--- config.mk ---
export PLATFORM = sky130hd
export DESIGN_NAME = uart_protocol
export DESIGN_NICKNAME = d
export VERILOG_FILES = /design/src/rtl/uart_pkg.sv /design/src/rtl/uart_fifo.sv /design/src/rtl/uart_protocol.sv
export SDC_FILE = /design/constraint.sdc
export NUM_CORES = 1
export LEC_CHECK = 0
export BUFFER_PORTS_ARGS = -buffer_cell sky130_fd_sc_hd__clkbuf_2
export CAP_MARGIN = 0
export CORE_MARGIN = 4
export CORE_UTILIZATION = 55
export DETAILED_ROUTE_END_ITERATION = 8
export PLACE_DENSITY_LB_ADDON = 0.2
export REMOVE_ABC_BUFFERS = 1
export SYNTH_ARGS = -nofsm -noshare
export SYNTH_HDL_FRONTEND = slang
export SYNTH_HIERARCHICAL = 1
export SYNTH_SLANG_ARGS = --single-unit
--- constraint.sdc ---
create_clock -name clk -period 3.05 [get_ports clk]
set_input_delay 0 -clock clk [delete_from_list [all_inputs] [get_ports clk]]
set_output_delay 0 -clock clk [all_outputs]
set_load 0.03 [all_outputs]
--- src/rtl/uart_pkg.sv ---
// uart_pkg: shared FSM state encoding and baud divisor helper for the UART echo block.
package uart_pkg;

   typedef enum logic [1:0] {IDLE, START, DATA, STOP} uart_state_e;

   // Clocks per oversampling tick, integer-truncated.
   function automatic int baud_dvsr(input int sys_freq, input int sample, input int baud);
      return sys_freq / (sample * baud);
   endfunction

endpackage

--- src/rtl/uart_fifo.sv ---
// uart_fifo: synchronous first-word-fall-through FIFO with wrap-around pointers.
// Ports: clk, reset_n (async active-low), push/wdata write side, pop/rdata read side,
//        empty/full flags (combinational from the word count).
module uart_fifo #(
   parameter int WIDTH = 8,
   parameter int DEPTH = 8
) (
   input  logic             clk,
   input  logic             reset_n,
   input  logic             push,
   input  logic             pop,
   input  logic [WIDTH-1:0] wdata,
   output logic [WIDTH-1:0] rdata,
   output logic             empty,
   output logic             full
);

   localparam int AW = $clog2(DEPTH);
   localparam int CW = AW + 1;

   logic [WIDTH-1:0] mem_q [DEPTH];
   logic [AW-1:0]    wptr_q, wptr_d, rptr_q, rptr_d;
   logic [CW-1:0]    cnt_q, cnt_d;
   logic             do_push, do_pop;

   // Push on full and pop on empty are dropped, so the count stays exact
   // even when both are requested together at a boundary.
   always_comb begin
      empty   = cnt_q == '0;
      full    = cnt_q == CW'(DEPTH);
      do_push = push & ~full;
      do_pop  = pop & ~empty;
      wptr_d  = wptr_q + AW'(do_push);
      rptr_d  = rptr_q + AW'(do_pop);
      cnt_d   = cnt_q + CW'(do_push) - CW'(do_pop);
      rdata   = mem_q[rptr_q];
   end

   always_ff @(posedge clk or negedge reset_n)
      if (!reset_n) begin
         wptr_q <= '0;
         rptr_q <= '0;
         cnt_q  <= '0;
      end else begin
         wptr_q <= wptr_d;
         rptr_q <= rptr_d;
         cnt_q  <= cnt_d;
      end

   always_ff @(posedge clk)
      if (do_push) mem_q[wptr_q] <= wdata;

endmodule

--- src/rtl/uart_protocol.sv ---
// uart_protocol: UART receiver and transmitter with an RX->TX FIFO echo path.
// Ports: clk, reset_n (async active-low), rx serial in, tx serial out,
//        RX_status_register {overrun(sticky), full, empty},
//        TX_status_register {busy, full, empty}.
module uart_protocol
   import uart_pkg::*;
#(
   parameter int DATA_SIZE = 8,
   parameter int SIZE_FIFO = 8,
   parameter int SYS_FREQ  = 50000000,
   parameter int BAUD_RATE = 115200,
   parameter int SAMPLE    = 16
) (
   input  logic       clk,
   input  logic       reset_n,
   input  logic       rx,
   output logic       tx,
   output logic [2:0] RX_status_register,
   output logic [2:0] TX_status_register
);

   localparam int BAUD_DVSR = baud_dvsr(SYS_FREQ, SAMPLE, BAUD_RATE);
   localparam int DW = $clog2(BAUD_DVSR + 1);
   localparam int CW = $clog2(SAMPLE + 1);
   localparam int BW = $clog2(DATA_SIZE + 1);

   logic [DW-1:0] baud_q, baud_d;
   logic          tick;
   logic [1:0]    rx_sync_q;
   logic          rx_s;

   uart_state_e          rx_state_q, rx_state_d, tx_state_q, tx_state_d;
   logic [CW-1:0]        rx_cnt_q, rx_cnt_d, tx_cnt_q, tx_cnt_d;
   logic [BW-1:0]        rx_bit_q, rx_bit_d, tx_bit_q, tx_bit_d;
   logic [DATA_SIZE-1:0] rx_shift_q, rx_shift_d, tx_shift_q, tx_shift_d;
   logic                 tx_q, tx_d;
   logic [2:0]           rx_stat_q, rx_stat_d, tx_stat_q, tx_stat_d;

   logic                 rx_push, rx_pop, rx_empty, rx_full;
   logic                 tx_push, tx_pop, tx_empty, tx_full;
   logic [DATA_SIZE-1:0] rx_rdata, tx_rdata;

   uart_fifo #(.WIDTH(DATA_SIZE), .DEPTH(SIZE_FIFO)) u_rx_fifo (
      .clk(clk), .reset_n(reset_n), .push(rx_push), .pop(rx_pop),
      .wdata(rx_shift_q), .rdata(rx_rdata), .empty(rx_empty), .full(rx_full));

   uart_fifo #(.WIDTH(DATA_SIZE), .DEPTH(SIZE_FIFO)) u_tx_fifo (
      .clk(clk), .reset_n(reset_n), .push(tx_push), .pop(tx_pop),
      .wdata(rx_rdata), .rdata(tx_rdata), .empty(tx_empty), .full(tx_full));

   always_comb begin
      tick   = baud_q == DW'(BAUD_DVSR - 1);
      baud_d = tick ? '0 : baud_q + 1'b1;
      rx_s   = rx_sync_q[1];
      rx_pop  = ~rx_empty & ~tx_full;
      tx_push = rx_pop;
   end

   // Receiver: start bit re-checked at its midpoint, then data and stop
   // bits sampled every SAMPLE ticks from there (mid-bit).
   always_comb begin
      rx_state_d = rx_state_q;
      rx_cnt_d   = rx_cnt_q;
      rx_bit_d   = rx_bit_q;
      rx_shift_d = rx_shift_q;
      rx_push    = 1'b0;
      case (rx_state_q)
         IDLE:
            if (!rx_s) begin
               rx_state_d = START;
               rx_cnt_d   = '0;
            end
         START:
            if (tick) begin
               if (rx_cnt_q == CW'(SAMPLE/2 - 1)) begin
                  rx_state_d = rx_s ? IDLE : DATA;
                  rx_cnt_d   = '0;
                  rx_bit_d   = '0;
               end else rx_cnt_d = rx_cnt_q + 1'b1;
            end
         DATA:
            if (tick) begin
               if (rx_cnt_q == CW'(SAMPLE - 1)) begin
                  rx_cnt_d   = '0;
                  rx_shift_d = {rx_s, rx_shift_q[DATA_SIZE-1:1]};
                  rx_state_d = rx_bit_q == BW'(DATA_SIZE - 1) ? STOP : DATA;
                  rx_bit_d   = rx_bit_q + 1'b1;
               end else rx_cnt_d = rx_cnt_q + 1'b1;
            end
         STOP:
            if (tick) begin
               if (rx_cnt_q == CW'(SAMPLE - 1)) begin
                  rx_state_d = IDLE;
                  rx_push    = rx_s;
               end else rx_cnt_d = rx_cnt_q + 1'b1;
            end
         default: rx_state_d = IDLE;
      endcase
   end

   // Transmitter: a waiting word is loaded at the end of the stop bit so
   // consecutive frames leave no idle gap.
   always_comb begin
      tx_state_d = tx_state_q;
      tx_cnt_d   = tx_cnt_q;
      tx_bit_d   = tx_bit_q;
      tx_shift_d = tx_shift_q;
      tx_pop     = 1'b0;
      case (tx_state_q)
         IDLE:
            if (!tx_empty) begin
               tx_pop     = 1'b1;
               tx_shift_d = tx_rdata;
               tx_cnt_d   = '0;
               tx_state_d = START;
            end
         START:
            if (tick) begin
               if (tx_cnt_q == CW'(SAMPLE - 1)) begin
                  tx_state_d = DATA;
                  tx_cnt_d   = '0;
                  tx_bit_d   = '0;
               end else tx_cnt_d = tx_cnt_q + 1'b1;
            end
         DATA:
            if (tick) begin
               if (tx_cnt_q == CW'(SAMPLE - 1)) begin
                  tx_cnt_d   = '0;
                  tx_shift_d = tx_shift_q >> 1;
                  tx_state_d = tx_bit_q == BW'(DATA_SIZE - 1) ? STOP : DATA;
                  tx_bit_d   = tx_bit_q + 1'b1;
               end else tx_cnt_d = tx_cnt_q + 1'b1;
            end
         STOP:
            if (tick) begin
               if (tx_cnt_q == CW'(SAMPLE - 1)) begin
                  tx_cnt_d   = '0;
                  tx_pop     = ~tx_empty;
                  tx_shift_d = tx_empty ? tx_shift_q : tx_rdata;
                  tx_state_d = tx_empty ? IDLE : START;
               end else tx_cnt_d = tx_cnt_q + 1'b1;
            end
         default: tx_state_d = IDLE;
      endcase
      tx_d = tx_state_d == START ? 1'b0 : tx_state_d == DATA ? tx_shift_d[0] : 1'b1;
   end

   always_comb begin
      rx_stat_d = {rx_stat_q[2] | (rx_push & rx_full), rx_full, rx_empty};
      tx_stat_d = {tx_state_q != IDLE, tx_full, tx_empty};
      tx                 = tx_q;
      RX_status_register = rx_stat_q;
      TX_status_register = tx_stat_q;
   end

   always_ff @(posedge clk or negedge reset_n)
      if (!reset_n) begin
         baud_q     <= '0;
         rx_sync_q  <= 2'b11;
         rx_state_q <= IDLE;
         rx_cnt_q   <= '0;
         rx_bit_q   <= '0;
         rx_shift_q <= '0;
         tx_state_q <= IDLE;
         tx_cnt_q   <= '0;
         tx_bit_q   <= '0;
         tx_shift_q <= '0;
         tx_q       <= 1'b1;
         rx_stat_q  <= 3'b001;
         tx_stat_q  <= 3'b001;
      end else begin
         baud_q     <= baud_d;
         rx_sync_q  <= {rx_sync_q[0], rx};
         rx_state_q <= rx_state_d;
         rx_cnt_q   <= rx_cnt_d;
         rx_bit_q   <= rx_bit_d;
         rx_shift_q <= rx_shift_d;
         tx_state_q <= tx_state_d;
         tx_cnt_q   <= tx_cnt_d;
         tx_bit_q   <= tx_bit_d;
         tx_shift_q <= tx_shift_d;
         tx_q       <= tx_d;
         rx_stat_q  <= rx_stat_d;
         tx_stat_q  <= tx_stat_d;
      end

endmodule

# ---- Word-level counts from Yosys, hierarchy flattened
# Memories as Yosys holds them, arrays and structs flattened.
# Index checks and enable logic that the tools add are counted.
dict set report word_totals {
  reg_bits 72
  ram_bits 128
  input_bits 3
  mem_count 2
}
# memory depth word_bits rd rd_ports_with_merged_regs wr line
set mem_list {}
lappend mem_list {u_rx_fifo.mem_q 8 8 1 0 1 uart_fifo.sv:21} ;# logic [WIDTH-1:0] mem_q [DEPTH];
lappend mem_list {u_tx_fifo.mem_q 8 8 1 0 1 uart_fifo.sv:21}
dict set report op_classes {
  addsub 13
  eq_ne 32
  mux 62
  bitwise_logic 11
  n_reduce_logical 16
}
# op n
set op_table {}
lappend op_table {{5-bit two-way mux} 11}
lappend op_table {{8-bit two-way mux} 5}
lappend op_table {{4-bit two-way mux} 8}
lappend op_table {{2-bit two-way mux} 15}
lappend op_table {{2-bit != test, second input constant} 15}
lappend op_table {{8-bit case mux with 3 select lines} 1}
lappend op_table {{5-bit case mux with 4 select lines} 1}
lappend op_table {{5-bit AND reduction} 4}
lappend op_table {{2-bit case mux with 4 select lines} 2}
lappend op_table {{4-bit case mux with 2 select lines} 2}
lappend op_table {{5-bit by 1-bit adder with 5-bit output, second input constant} 3}
lappend op_table {{1-bit two-way mux} 15}
lappend op_table {{3-bit by 1-bit adder with 3-bit output} 4}
lappend op_table {{2-bit equality test, second input constant} 5}
lappend op_table {{5-bit by 4-bit equality test with 1-bit output, second input constant} 2}
lappend op_table {{5-bit case mux with 2 select lines} 1}
lappend op_table {{4-bit by 1-bit adder with 4-bit output} 2}
lappend op_table {{4-bit by 1-bit adder with 4-bit output, second input constant} 2}
lappend op_table {{4-bit by 3-bit equality test with 1-bit output, second input constant} 2}
lappend op_table {{4-bit equality test, second input constant} 2}
lappend op_table {{4-bit zero test} 2}
lappend op_table {{4-bit by 1-bit subtractor with 4-bit output} 2}
lappend op_table {{7-bit AND reduction} 1}
lappend op_table {{1-bit bitwise AND} 6}
lappend op_table {{other kinds (13)} 21}

# ---- Depth between registers and ports, before layout
dict set report depth {
  word_depth 8
  mapped_depth 13
}

# ---- Hierarchy
# The synthesis kept the hierarchy.
# module n_inst cells_each area_per_inst_um2
set modules_own_cells {}
lappend modules_own_cells {uart_fifo 2 144 3029.2}
lappend modules_own_cells {uart_protocol 1 243 2632.5}

# ---- Worst setup path before layout
# Ideal clock, no wire load.
dict set report synth_timing {
  path_type {register to register}
  start {register u_tx_fifo.cnt_q[2]}
  end {register u_tx_fifo.cnt_q[2]}
  setup_ns 0.122
  t_arrival_ns 2.868
  slack_ns 0.060
  path_stages_with_launch 13
  cell_sequence {dfrtp_1 -> inv_1 -> ha_1 -> nor3b_1 -> nand2b_1 -> o22ai_2 -> nor2b_1 -> nor2b_1 -> ha_1 -> inv_1 -> ha_1 -> fa_1 -> xor2_1}
}
dict set report synth_between {
  elab_chain_cells 7
}
# item line
set synth_rtl {}
lappend synth_rtl {{start: declaration} uart_fifo.sv:23} ;# logic [CW-1:0] cnt_q, cnt_d;
lappend synth_rtl {{start signal: assignment} uart_fifo.sv:47} ;# cnt_q <= cnt_d;
lappend synth_rtl {{4-bit zero test (*)} uart_fifo.sv:29} ;# empty = cnt_q == '0;
lappend synth_rtl {{via tx_empty} uart_protocol.sv:40} ;# logic tx_push, tx_pop, tx_empty, tx_full;
lappend synth_rtl {{1-bit inverter} uart_protocol.sv:138} ;# tx_pop = ~tx_empty;
lappend synth_rtl {{1-bit two-way mux} uart_protocol.sv:136} ;# if (tx_cnt_q == CW'(SAMPLE - 1)) begin
lappend synth_rtl {{1-bit two-way mux} uart_protocol.sv:135} ;# if (tick) begin
lappend synth_rtl {{1-bit case mux with 2 select lines (*)} uart_protocol.sv:109} ;# case (tx_state_q)
lappend synth_rtl {{via tx_pop} uart_protocol.sv:40}
lappend synth_rtl {{1-bit bitwise AND (*)} uart_fifo.sv:32} ;# do_pop = pop & ~empty;
lappend synth_rtl {{4-bit by 1-bit subtractor with 4-bit output (*)} uart_fifo.sv:35} ;# cnt_d = cnt_q + CW'(do_push) - CW'(do_pop);
lappend synth_rtl {{via u_tx_fifo.cnt_d[2]} uart_fifo.sv:23}
# Mark *: on every way through the listed nets, which the timed path passes. The rest lies on a longest branch.
# A chain may end at the register's enable or synchronous reset.

# ---- Worst setup path after layout
dict set report layout_timing {
  start {register baud_q[0]}
  end {register u_rx_fifo.cnt_q[2]}
}
dict set report layout_between {
  elab_chain_cells 6
}
# item line
set layout_rtl {}
lappend layout_rtl {{start: declaration} uart_protocol.sv:27} ;# logic [DW-1:0] baud_q, baud_d;
lappend layout_rtl {{start signal: assignment} uart_protocol.sv:172} ;# baud_q <= baud_d;
lappend layout_rtl {{5-bit equality test} uart_protocol.sv:52} ;# tick = baud_q == DW'(BAUD_DVSR - 1);
lappend layout_rtl {{1-bit two-way mux} uart_protocol.sv:91} ;# if (tick) begin
lappend layout_rtl {{1-bit two-way mux} uart_protocol.sv:67} ;# case (rx_state_q)
lappend layout_rtl {{via rx_push} uart_protocol.sv:39} ;# logic rx_push, rx_pop, rx_empty, rx_full;
lappend layout_rtl {{1-bit bitwise AND} uart_fifo.sv:31} ;# do_push = push & ~full;
lappend layout_rtl {{4-bit by 1-bit adder with 4-bit output} uart_fifo.sv:35}
lappend layout_rtl {{4-bit by 1-bit subtractor with 4-bit output} uart_fifo.sv:35}
lappend layout_rtl {{via u_rx_fifo.cnt_d[2]} uart_fifo.sv:23}
lappend layout_rtl {{end signal: assignment} uart_fifo.sv:47}
lappend layout_rtl {{end: declaration} uart_fifo.sv:23}
# The timed path passes the listed nets, and every way through them passes these cells.

==> results.sh <==
export IMPL_insertion_delay_ns=0.43
export IMPL_setup_tns_ns=0
export IMPL_crit_path_start="baud_q[0]"
export IMPL_cts_resized=0
export IMPL_die_area_um2=17900
export IMPL_critPathRequiredTime_ns=3.36
export IMPL_status="completed"
export IMPL_final_cells=790
export IMPL_ys_flop_type="edfxtp_1"
export IMPL_slew_headroom_pct=39.4
export IMPL_fin_skew_ns=0.0111
export IMPL_grt_first_pass_wirelength_mm=24.2
export IMPL_nFillCells=1142
export IMPL_dieHeight_um=134
export IMPL_hold_start="rx"
export IMPL_vias=4453
export IMPL_cp_common_cell="ha_1"
export IMPL_ioPinCount=10
export IMPL_crit_family="adder cells"
export IMPL_ys_seq_area_share_pct=65.0
export IMPL_h_tree_depth=4
export IMPL_dieWidth_um=134
export IMPL_routedWlPerCell_um=18.3
export IMPL_grt_overflow=0
export IMPL_hp_class="in -> reg"
export IMPL_cts_hold_buf=2
export IMPL_grt_max_degree=73
export IMPL_place_inst=756
export IMPL_cp_end_kind="flop"
export IMPL_hpwl_mm=9.59
export IMPL_drive_gt1_share_pct=17.4
export IMPL_crit_type="reg -> reg"
export IMPL_syn_avg_cell_area_um2=16.4
export IMPL_wl_met2_mm=7.26
export IMPL_dr_pass1_iters=5
export IMPL_rsz0062_at_grt="no"
export IMPL_viasPerCell=5.64
export IMPL_switching_share_pct=19.1
export IMPL_timing_fmax_ghz=0.365
export IMPL_multi_input_area_um2=2810
export IMPL_fin_crit_ns=2.74
export IMPL_synthArstFlopShare_pct=36.0
export IMPL_irDropWorstVdd_v=0.000415
export IMPL_max_stage_delay_ns=0.41
export IMPL_r2r_start="baud_q[0]"
export IMPL_m1WireLength_mm=6.73
export IMPL_arrival_ns=3.05
export IMPL_seqPwrFrac_pct=55.7
export IMPL_pwr_density_cell_nw_per_um2=532
export IMPL_hold_viol=0
export IMPL_cts_sinks=200
export IMPL_fin_nets=604
export IMPL_routabilityCongestion=0.778
export IMPL_post_cts_buffers=0
export IMPL_worstPathCellList="inv_1, ha_1, and4b_2, and3_1, and3_1, nand2_1, ha_1, inv_1, ha_1, fa_1, xor2_1"
export IMPL_highest_layer="met4"
export IMPL_slew_violations=0
export IMPL_insertedDiodeCount=0
export IMPL_cts_clk_slew_worst_paths_ns=0.07
export IMPL_ys_warn_count=6
export IMPL_drv_cap=0
export IMPL_cts_path_max_buffers=2
export IMPL_grt_total_usage_pct=17.7
export IMPL_rows=45
export IMPL_syn_inst=531
export IMPL_start_kind="flop"
export IMPL_tightest_slew_ns=0.909
export IMPL_antenna_left=0
export IMPL_cts_tree="built"
export IMPL_fin_crit_sh_pct=89.8
export IMPL_cts_buffers=17
export IMPL_drtIter0Drc=290
export IMPL_comb_power_share_pct=0.4
export IMPL_drc=0
export IMPL_area_delta_synth_final_pct=11.2
export IMPL_finalSetupViolations=0
export IMPL_synth_enable_flop_cells=128
export IMPL_drt_total_wl_mm=14.5
export IMPL_p_leak_nw=3.19
export IMPL_intPower_mw=4.16
export IMPL_seq_area_um2=5650
export IMPL_syn_area_um2=8690
export IMPL_ys_types=61
export IMPL_ys_ff_latch=200
export IMPL_met3WireLength_um=379
export IMPL_first_global_vias=4574
export IMPL_cts_root_buffer="clkbuf_16"
export IMPL_clkPwrFrac_pct=43.9
export IMPL_worst_path_buf_inv=2
export IMPL_switching_power_mw=0.983
export IMPL_port_buffers=9
export IMPL_worst_path_max_delay_cell="dfrtp_1"
export IMPL_core_area_um2=15300
export IMPL_antenna_found_initial=0
export IMPL_start_util_pct=56.7
export IMPL_crit_fanout=6
==> sequential cells by signal, summed over array words and instances (netlist names), named ones only <==
| name | count |
|---|---|
| u_rx_fifo/wptr_q | 3 |
| u_rx_fifo/mem_q | 64 |
| u_tx_fifo/wptr_q | 3 |
| rx_sync_q | 2 |
| RX_status_register | 3 |
| rx_state_q | 1 |
| tx_shift_q | 8 |
| baud_q | 5 |
| tx_bit_q | 4 |
| rx_bit_q | 4 |
| TX_status_register | 3 |
| tx_state_q | 2 |
| u_tx_fifo/mem_q | 64 |
| u_tx_fifo/cnt_q | 4 |
| rx_shift_q | 8 |
| u_rx_fifo/cnt_q | 4 |
| rx_cnt_q | 5 |
| tx_cnt_q | 5 |
| tx | 1 |
| u_rx_fifo/rptr_q | 3 |
| u_tx_fifo/rptr_q | 3 |
==> power by group through the flow <==
stage | logic, mW | registers (mW) | clock network (mW)
floorplan | 0.000213 | 2.92 | 0
global placement | 0.0206 | 2.92 | 0
detailed placement | 0.0214 | 2.92 | 0
CTS | 0.0234 | 2.86 | 2.31
global route | 0.0263 | 2.86 | 2.44
finish | 0.0214 | 2.86 | 2.26
==> final timing paths <==
kind	end	depth (start not counted)	slack, ns
min	rx_sync_q[0]	2	0.20
max in group asynchronous	rx_shift_q[4]	2	2.21
max	u_rx_fifo/cnt_q[2]	11	0.31
min in group asynchronous	tx_state_q[1]	2	0.27
max reg2reg	u_rx_fifo/cnt_q[2]	11	0.31
min reg2reg	rx_sync_q[1]	0	0.36
==> cells in the mapped netlist, drive strengths merged, types with 9 or more instances <==
| master | instances | area share, % |
|---|---|---|
| buf | 11 | 1.2 |
| dfrtp | 67 | 19 |
| edfxtp | 128 | 44 |
| ha | 33 | 4.8 |
| inv | 27 | 1.2 |
| mux2 | 26 | 3.4 |
| mux4 | 32 | 9.6 |
| nand2 | 18 | 0.81 |
| nand2b | 10 | 0.72 |
| nand3 | 10 | 0.58 |
| nor2 | 23 | 1.0 |
| nor3 | 9 | 0.52 |
| o21ai | 21 | 1.3 |
| xor2 | 9 | 0.91 |
==> final cells by class <==
cell class                 instances  share of cell area, %
sequential                       200                   58.5
multi-input combinational        286                   29.1
clock buffer                      17                   4.40
tap                              211                   2.73
timing repair buffer              34                   2.48
clock inverter                    15                   1.81
inverter                          27                   1.05
==> cells in the final DEF, fill, tap and decap left out, drive strengths merged, types with 5 or more instances in the layout <==
cell type  instances
a21o               5
a21oi              8
a22o               5
a22oi              8
and3               5
buf               24
clkbuf            25
clkinv             7
dfrtp             67
dfstp              5
edfxtp           128
ha                33
inv               30
mux2              26
mux4              32
nand2             18
nand2b            10
nand3             10
nor2              23
nor2b              6
nor3               9
o21ai             21
o2bb2ai            6
xor2               9
==> routing by layer <==
layer	track usage, %	vias up
met5	0	-
met4	5.37	0
met3	4.15	7
met2	28.9	42
met1	23.9	2267
li1	-	2137
==> kinds of logic after synthesis <==
family,after synthesis,synth area share (%)
AO/OA/AOI/OAI,78,6.41
XOR/XNOR,11,1.11
adder cells (fa/ha/maj),35,5.21
buffers and inverters,45,2.63
flip-flops,200,65.0
multiplexers,60,13.2
AND/OR/NAND/NOR,102,6.42
==> per-stage QoR <==
stage	hold slack, ns	power, mW	instance area (µm²)	setup WS, ns	utilization [%]
floorplan	-0.296	2.92	8560	0.0597	-
global placement	0.0912	2.94	9050	0.416	59.1
detailed placement	0.0888	2.94	9050	0.314	59.1
CTS	0.179	5.19	9670	0.301	63.1
global route	0.195	5.33	9670	0.111	63.1
finish	0.202	5.14	9670	0.312	63.1
(Power assumes the default switching activity.)
